`src/rtl/mem_access_ctrl.sv`:
```
// Load/store controller between a byte-addressed request port and a word-wide memory.
// Sub-word stores use read-modify-write; sub-word loads are lane-extracted and extended.

module mac_lane (
  input  logic       en,
  input  logic [7:0] old_b,
  input  logic [7:0] new_b,
  output logic [7:0] out_b
);
  assign out_b = en ? new_b : old_b;
endmodule

module mem_access_ctrl #(
  parameter int DATA_W = 32,
  parameter int ADDR_W = 32,
  parameter int RD_LAT = 3,
  parameter int WR_LAT = 1
) (
  input  logic              clk,
  input  logic              reset,
  input  logic              req,
  input  logic              op,
  input  logic [1:0]        size,
  input  logic              sext,
  input  logic [ADDR_W-1:0] addr,
  input  logic [DATA_W-1:0] wdata,
  output logic              ready,
  output logic              done,
  output logic              err,
  output logic [DATA_W-1:0] rdata,
  output logic [ADDR_W-1:0] mem_addr,
  output logic [DATA_W-1:0] mem_wdata,
  output logic              mem_write,
  input  logic [DATA_W-1:0] mem_rdata
);
  localparam int NB      = DATA_W / 8;
  localparam int LANE_W  = $clog2(NB);
  localparam int MAX_LAT = (RD_LAT > WR_LAT) ? RD_LAT : WR_LAT;
  localparam int CNT_W   = (MAX_LAT > 1) ? $clog2(MAX_LAT) : 1;
  localparam logic [CNT_W-1:0] RD_LOAD = CNT_W'(RD_LAT - 1);
  localparam logic [CNT_W-1:0] WR_LOAD = CNT_W'(WR_LAT - 1);

  typedef enum logic [2:0] {IDLE, RD_WAIT, MERGE, WR_WAIT, RESP} state_t;

  state_t             state, nxt;
  logic [CNT_W-1:0]   cnt;
  logic               op_q, sext_q, err_q;
  logic [1:0]         size_q;
  logic [LANE_W-1:0]  lane_q;
  logic [DATA_W-1:0]  wdata_q, rd_q;
  logic               accept, bad, cnt_z;

  assign accept = (state == IDLE) && req;
  assign cnt_z  = (cnt == '0);
  assign bad    = (size == 2'b11) ||
                  ((size == 2'b01) && addr[0]) ||
                  ((size == 2'b00) && (addr[LANE_W-1:0] != '0));

  // state register
  always_ff @(posedge clk or negedge reset) begin
    if (!reset) state <= IDLE;
    else        state <= nxt;
  end

  // next state; rejected requests spend one cycle in MERGE so the error
  // response lands one edge after acceptance, like every other path
  always_comb begin
    nxt = state;
    case (state)
      IDLE:    if (req) begin
                 if (bad)                    nxt = MERGE;
                 else if (op && size == 2'b00) nxt = WR_WAIT;
                 else                        nxt = RD_WAIT;
               end
      RD_WAIT: if (cnt_z) nxt = op_q ? MERGE : RESP;
      MERGE:   nxt = err_q ? RESP : WR_WAIT;
      WR_WAIT: if (cnt_z) nxt = RESP;
      RESP:    nxt = IDLE;
      default: nxt = IDLE;
    endcase
  end

  // outputs decoded from state so reset drops them without a clock
  always_comb begin
    ready     = (state == IDLE);
    done      = (state == RESP);
    err       = (state == RESP) && err_q;
    mem_write = (state == WR_WAIT);
  end

  // wait counter: reloaded on every entry to a wait state, saturates at zero
  always_ff @(posedge clk or negedge reset) begin
    if (!reset)                                   cnt <= '0;
    else if (nxt == RD_WAIT && state != RD_WAIT)  cnt <= RD_LOAD;
    else if (nxt == WR_WAIT && state != WR_WAIT)  cnt <= WR_LOAD;
    else if ((state == RD_WAIT || state == WR_WAIT) && !cnt_z)
                                                  cnt <= cnt - 1'b1;
  end

  // load lane extraction
  logic [NB-1:0][7:0] rw;
  logic [LANE_W-1:0]  hl0, hl1;
  logic [7:0]         byte_v;
  logic [15:0]        half_v;
  logic [DATA_W-1:0]  ld_val;

  assign rw     = mem_rdata;
  assign hl0    = {lane_q[LANE_W-1:1], 1'b0};
  assign hl1    = {lane_q[LANE_W-1:1], 1'b1};
  assign byte_v = rw[lane_q];
  assign half_v = {rw[hl1], rw[hl0]};

  always_comb begin
    case (size_q)
      2'b00:   ld_val = mem_rdata;
      2'b01:   ld_val = {{(DATA_W-16){sext_q & half_v[15]}}, half_v};
      default: ld_val = {{(DATA_W-8){sext_q & byte_v[7]}}, byte_v};
    endcase
  end

  // store merge: per-lane replace of the sampled word
  logic [NB-1:0][7:0] old_w, mrg_w;
  assign old_w = rd_q;

  for (genvar k = 0; k < NB; k++) begin : g_lane
    localparam logic [LANE_W-1:0] KL = LANE_W'(k);
    logic       en;
    logic [7:0] nb;
    assign en = (size_q == 2'b01) ? (lane_q[LANE_W-1:1] == KL[LANE_W-1:1])
                                  : (lane_q == KL);
    assign nb = (size_q == 2'b01 && KL[0]) ? wdata_q[15:8] : wdata_q[7:0];
    mac_lane u_lane (.en(en), .old_b(old_w[k]), .new_b(nb), .out_b(mrg_w[k]));
  end

  // request latches and memory-side datapath
  always_ff @(posedge clk or negedge reset) begin
    if (!reset) begin
      op_q      <= 1'b0;
      sext_q    <= 1'b0;
      err_q     <= 1'b0;
      size_q    <= '0;
      lane_q    <= '0;
      wdata_q   <= '0;
      rd_q      <= '0;
      rdata     <= '0;
      mem_addr  <= '0;
      mem_wdata <= '0;
    end else begin
      if (accept) begin
        op_q     <= op;
        sext_q   <= sext;
        size_q   <= size;
        lane_q   <= addr[LANE_W-1:0];
        wdata_q  <= wdata;
        err_q    <= bad;
        mem_addr <= {addr[ADDR_W-1:LANE_W], {LANE_W{1'b0}}};
        if (op && size == 2'b00 && !bad) mem_wdata <= wdata;
      end
      if (state == RD_WAIT && cnt_z) begin
        rd_q <= mem_rdata;
        if (!op_q) rdata <= ld_val;
      end
      if (state == MERGE && !err_q) mem_wdata <= mrg_w;
    end
  end

endmodule

```
`config.mk`:
```
export PLATFORM = sky130hd
export DESIGN_NAME = mem_access_ctrl
export DESIGN_NICKNAME = d
export VERILOG_FILES = /design/src/rtl/mem_access_ctrl.sv
export SDC_FILE = /design/constraint.sdc
export NUM_CORES = 1
export LEC_CHECK = 0
export ABC_CLOCK_PERIOD_IN_PS = 5300
export CAP_MARGIN = 20
export CORE_MARGIN = 5
export CORE_UTILIZATION = 50
export DETAILED_ROUTE_END_ITERATION = 7
export PLACE_DENSITY = 0.83
export SETUP_SLACK_MARGIN = 0.2
export SYNTH_ARGS = -nofsm -noshare
export SYNTH_HDL_FRONTEND = slang
export SYNTH_SLANG_ARGS = --single-unit
```
`constraint.sdc`:
```
create_clock -name clk -period 5.3 [get_ports clk]
set_clock_uncertainty 0.2 [all_clocks]
set_input_delay 0.795 -clock clk [delete_from_list [all_inputs] [get_ports clk]]
set_output_delay 0.795 -clock clk [all_outputs]
set_load 0.005 [all_outputs]
```
* Yosys cells after proc, flatten, opt, wreduce, memory -nomap -nowiden
Cells that the tools add are included. Widths: inputs -> output; s select.
Word-level totals: output and inout port bits 100, flip-flop bits (word level) 154, bits of input ports 103
Cells by class: muxes and demuxes 30, $lt $le $gt $ge 3, reduce and logical (&&, ||, !) cells 28, $add $sub $neg 1, equal/unequal tests 14, bitwise operators 4
Operators by type and width (count):
- $mux 32 | 3
- $mux 8 | 10
- $pmux 32 s2 | 1
- $bmux 8 s2 | 1
- $mux 3 | 5
- $pmux 3 s4 | 1
- $logic_and 1x1->1 | 11
- $mux 2 | 5
- $eq 3x2->1 const B | 3
- $lt 2x3->1 const B | 3
- $logic_not 2->1 | 4
- $eq 2x1->1 const B | 3
- $eq 2x2->1 const B | 3
- $eq 3x1->1 const B | 2
- $reduce_bool 2->1 | 3
- $mux 1 | 4
- $reduce_and 2->1 | 2
- $eq 3x3->1 const B | 1
- $logic_not 1->1 | 3
- $logic_not 3->1 | 1
- $logic_or 1x1->1 | 3
- $ne 3x1->1 const B | 1
- $ne 3x2->1 const B | 1
- $reduce_bool 3->1 | 1
- 3 further kinds | 5

* Logic depth before layout (Yosys ltp)
word-level depth 11, depth in mapped cells 8, mapped depth without buffers 7

* Hierarchy
Synthesis repeated with hierarchy kept, for this count alone.
Unflattened totals: cells, all modules 629, area total of the unflattened synthesis 7377.1 um2
Modules (own cells, without submodules):
- mem_access_ctrl | times used 1, cells each 593, seq. area each 3853.7 um2, area each 6851.6 um2
- mac_lane | times used 4, cells each 9, seq. area each 0.0 um2, area each 131.4 um2

* Least setup slack after synthesis
Ideal clock, no wire load.
path kind input-to-reg, start point input size[1], end point register mem_wdata[10], data arrival time 2178 ps, library setup time 125 ps, slack 2798 ps, required time 4975 ps, stages 6, path through or2_2 o221ai_1 nor2_1 a211oi_4 buf_6 mux2_2
Between the ends: word-level cells in the longest chain between the ends 8
RTL lines:
- start: declaration | line 23 | input logic [1:0] size,
- $eq 2x1->1 | line 56 | ((size == 2'b01) && addr[0]) ||
- $logic_and 1x1->1 | line 56
- $logic_or 1x1->1 | line 55 | assign bad = (size == 2'b11) ||
- $logic_or 1x1->1 | line 56
- $logic_not 1->1 | line 157 | if (op && size == 2'b00 && !bad) mem_wdata <= wdata;
- $logic_and 1x1->1 (*) | line 157
- $reduce_bool 2->1 (no line) (*)
- $reduce_and 2->1 (no line) (*)
- end signal: assignment | line 157
- end signal: assignment | line 163 | if (state == MERGE && !err_q) mem_wdata <= mrg_w;
- end: declaration | line 32 | output logic [DATA_W-1:0] mem_wdata,
Mark *: on every way between the ends. The rest lies on a longest branch, timed or not. A chain may end at the register's enable or synchronous reset.

* Worst setup path in the final report
start point register size_q[1], end point register mem_wdata[22]
Between the ends: word-level cells in the longest chain between the ends 4
RTL lines:
- start: declaration | line 48 | logic [1:0] size_q;
- start signal: assignment | line 152 | size_q <= size;
- $eq 2x1->1 | line 129 | assign en = (size_q == 2'b01) ? (lane_q[LANE_W-1:1] == KL[LANE_W-1:1])
- $mux 1 | line 129
- $mux 8 | line 10 | assign out_b = en ? new_b : old_b;
- $mux 32 | line 163
No other way between the ends.

==> flow_metrics.py <==
metrics = {
    "cts": {
        "htree_levels": 4,
        "clock_sinks": 154,
        "numCtsBuffers": 17,
        "hold_buffers": 0,
        "clock_latency_ns": 0.43,
        "cts-resized-gates": 0,
        "cts_tree": "built",
        "clk_path_buf_depth": 2,
        "cts-root-buf": "clkbuf_16",
        "clkSlewWorstSetupHoldPaths_ns": 0.06,
        "postCtsSetupRepairBufs": 0,
    },
    "logic_synthesis": {
        "ys_warn_count": 0,
        "ys_seq_area_share_pct": 53.2,
        "syn_area_um2": 7250,
        "ys_ff_latch": 154,
        "synth_cell_types": 45,
        "syn-instance-count": 615,
        "ys_async_sr_fraction_pct": 100,
        "syn_area_per_cell_um2": 11.8,
        "synth_edf_count": 0,
        "synthFlopType": "dfrtp_1",
    },
    "power": {
        "leakagePower_nw": 4.25,
        "p_per_area_nw_per_um2": 644,
        "ir_drop_mv": 0.509,
        "totalPowerFinal_mw": 6.45,
    },
    "final_layout": {
        "syn_to_final_growth_pct": 38.2,
        "num-fill-cells": 1034,
        "nets": 906,
        "antenna_cells": 0,
        "layout-drive-gt1-share_pct": 21.8,
    },
    "timing": {
        "post-route-period-util_pct": 59.6,
        "setup_viol": 0,
        "period_needed_ns": 3.16,
        "hold_viol": 0,
        "drv_slew": 0,
        "fmax_ghz": 0.316,
        "finalSetupTns_ns": 0,
        "timing.slew.headroom_pct": 30.6,
        "rsz0062_at_grt": "false",
        "worst_pin_slew_ns": 1.04,
    },
    "floorplan": {
        "die_w_um": 130,
        "die_area_um2": 17000,
        "start_util_pct": 50.4,
        "io_pins": 203,
        "core-area_um2": 14400,
        "die_y_um": 130,
        "rows": 44,
    },
    "global_routing": {
        "grt_pass1_wl_mm": 31.2,
        "grtUsageTotal_pct": 23.8,
        "grt_overflow": 0,
        "grt_pass1_vias": 5942,
        "grt_max_degree": 122,
        "antenna_found_initial": 0,
    },
    "hold_path": {
        "min_path_type": "in -> async",
    },
    "routing": {
        "num_vias": 5563,
        "ant_nets": 0,
        "wirelength_mm": 20.2,
        "drt_iter0_drc": 357,
        "drt_first_pass_iters": 5,
        "wl_per_cell_um": 20.3,
        "drc": 0,
        "viasPerCell": 5.57,
    },
    "critical_path": {
        "worst_setup_path_end_kind": "flip-flop",
        "endpoint": "mem_wdata[22]",
        "r2r_cells": 5,
        "r2r_end": "mem_wdata[22]",
        "cp-start-kind": "flip-flop",
        "r2r_start": "size_q[1]",
        "r2r_slack_ns": 2.14,
        "path_class": "reg -> reg",
        "crit_required_ns": 5.41,
        "crit_fanout": 29,
        "cp-startpoint": "size_q[1]",
        "arrival_ns": 3.27,
    },
    "placement": {
        "place_congestion": 0.916,
        "port_buffers": 200,
        "dp_hpwl_mm": 14.8,
    },
    "job": {
        "maxCapViolCount": 0,
    },
    "status": {
        "status": "finished, final reports clean",
    },
}
## report_power, final
group / switching, mW / internal, mW / total [mW]
clock network: 0.475 / 0.846 / 1.32
logic: 1.15 / 1.70 / 2.85
registers: 0.491 / 1.79 / 2.28
## cell usage after synthesis (2+ instances only)
cell        n  area, µm²
o21ai_2     2       17.5
and2_1      2       12.5
buf_2      15       75.1
inv_1       6       22.5
a21oi_2     3       26.3
nor3_1      2       10.0
mux4_2      8        180
mux2i_1    35        350
a21oi_1    40        200
nand2_1    97        364
clkbuf_1   19       71.3
mux2_2    123       1390
nor2b_1     2       12.5
o22a_1     10       87.6
o21ai_0    43        215
nor2_1     22       82.6
buf_6       3       33.8
nand2b_1    2       12.5
buf_4       2       15.0
dfrtp_1   154       3850
## metal layers
| metal | vias to the layer above | wire length (µm) | GRT usage, % |
|---|---|---|---|
| li1 | 2537 | - | - |
| met1 | 2769 | 7930 | 29.7 |
| met2 | 214 | 10100 | 39.4 |
| met3 | 43 | 1570 | 6.59 |
| met4 | 0 | 653 | 9.98 |
| met5 | - | 0 | 0 |
## critical path, cell delays in order, from the launching register on
cell and delay (ns):
dfrtp_1 0.97, nor2b_1 0.47, o21ai_2 0.69, mux2i_1 0.33, o21ai_0 0.10, mux2_2 0.28
## layout make-up
type / instances / area, µm² / area share (%)
Clock buffer: 20 / 447 / 4.46
Clock inverter: 12 / 196 / 1.96
Inverter: 6 / 22.5 / 0.225
Multi-Input combinational cell: 416 / 3190 / 31.9
Sequential cell: 154 / 3850 / 38.5
Tap cell: 184 / 230 / 2.30
Timing Repair Buffer: 207 / 2080 / 20.7
## flip-flops by register name, indices dropped and copies added, names as in the netlist
| signal | cells |
|---|---|
| state | 3 |
| rdata | 32 |
| old_w | 32 |
| lane_q | 2 |
| err_q | 1 |
| cnt | 2 |
| wdata_q | 16 |
| size_q | 2 |
| mem_addr | 30 |
| mem_wdata | 32 |
| sext_q | 1 |
| op_q | 1 |
## kinds of logic after synthesis
| family | Yosys count | share of synthesized area (%) |
|---|---|---|
| multiplexers | 167 | 26.6 |
| flip-flops | 154 | 53.2 |
| AND/OR/NAND/NOR | 139 | 8.24 |
| AO/OA/AOI/OAI | 106 | 8.60 |
| buffers and inverters | 46 | 3.06 |
| adder cells (fa/ha/maj) | 1 | 0.173 |
| other | 1 | 0.0517 |
| XOR/XNOR | 1 | 0.121 |
## layout by cell type (no fill, tap or decap), drive strengths merged, types with 2 or more instances in the layout
| cell | Yosys | layout |
|---|---|---|
| nand2b | 2 | 2 |
| nor2 | 22 | 22 |
| mux2i | 35 | 35 |
| a21oi | 43 | 43 |
| nor4b | 2 | 2 |
| dfrtp | 154 | 154 |
| conb | 1 | 2 |
| o22a | 10 | 10 |
| nand2 | 97 | 97 |
| mux4 | 8 | 8 |
| and2 | 3 | 3 |
| inv | 6 | 6 |
| clkbuf | 19 | 20 |
| clkdlybuf4s50 | 0 | 199 |
| buf | 21 | 8 |
| o21ai | 45 | 45 |
| nor3 | 2 | 2 |
| clkinv | 0 | 7 |
| mux2 | 124 | 124 |
| nor2b | 2 | 2 |
| bufinv | 0 | 5 |
## per-stage QoR
stage	setup slack (ns)	util, %	std cells	hold slack [ns]	area, µm²
after floorplan	2.80	-	616	0.257	7250
after global placement	2.08	65.1	966	0.277	9350
after detailed placement	2.03	65.1	966	0.285	9350
after CTS	2.20	69.5	998	0.298	9990
after global routing	2.00	69.7	999	0.00219	10000
final	2.14	69.7	999	0.00549	10000
## worst min-delay path by stage
stage / start / endpoint / slack (ns)
2_1_floorplan: old_w[4] / old_w[4] / 0.26
3_3_place_gp: rdata[3] / rdata[3] / 0.28
3_5_place_dp: rdata[4] / rdata[4] / 0.29
4_1_cts: rdata[4] / rdata[4] / 0.30
5_1_grt: reset / old_w[19] / 0.002
6_report: reset / rdata[5] / 0.005
Note: power is estimated with default switching activity, not from simulation.
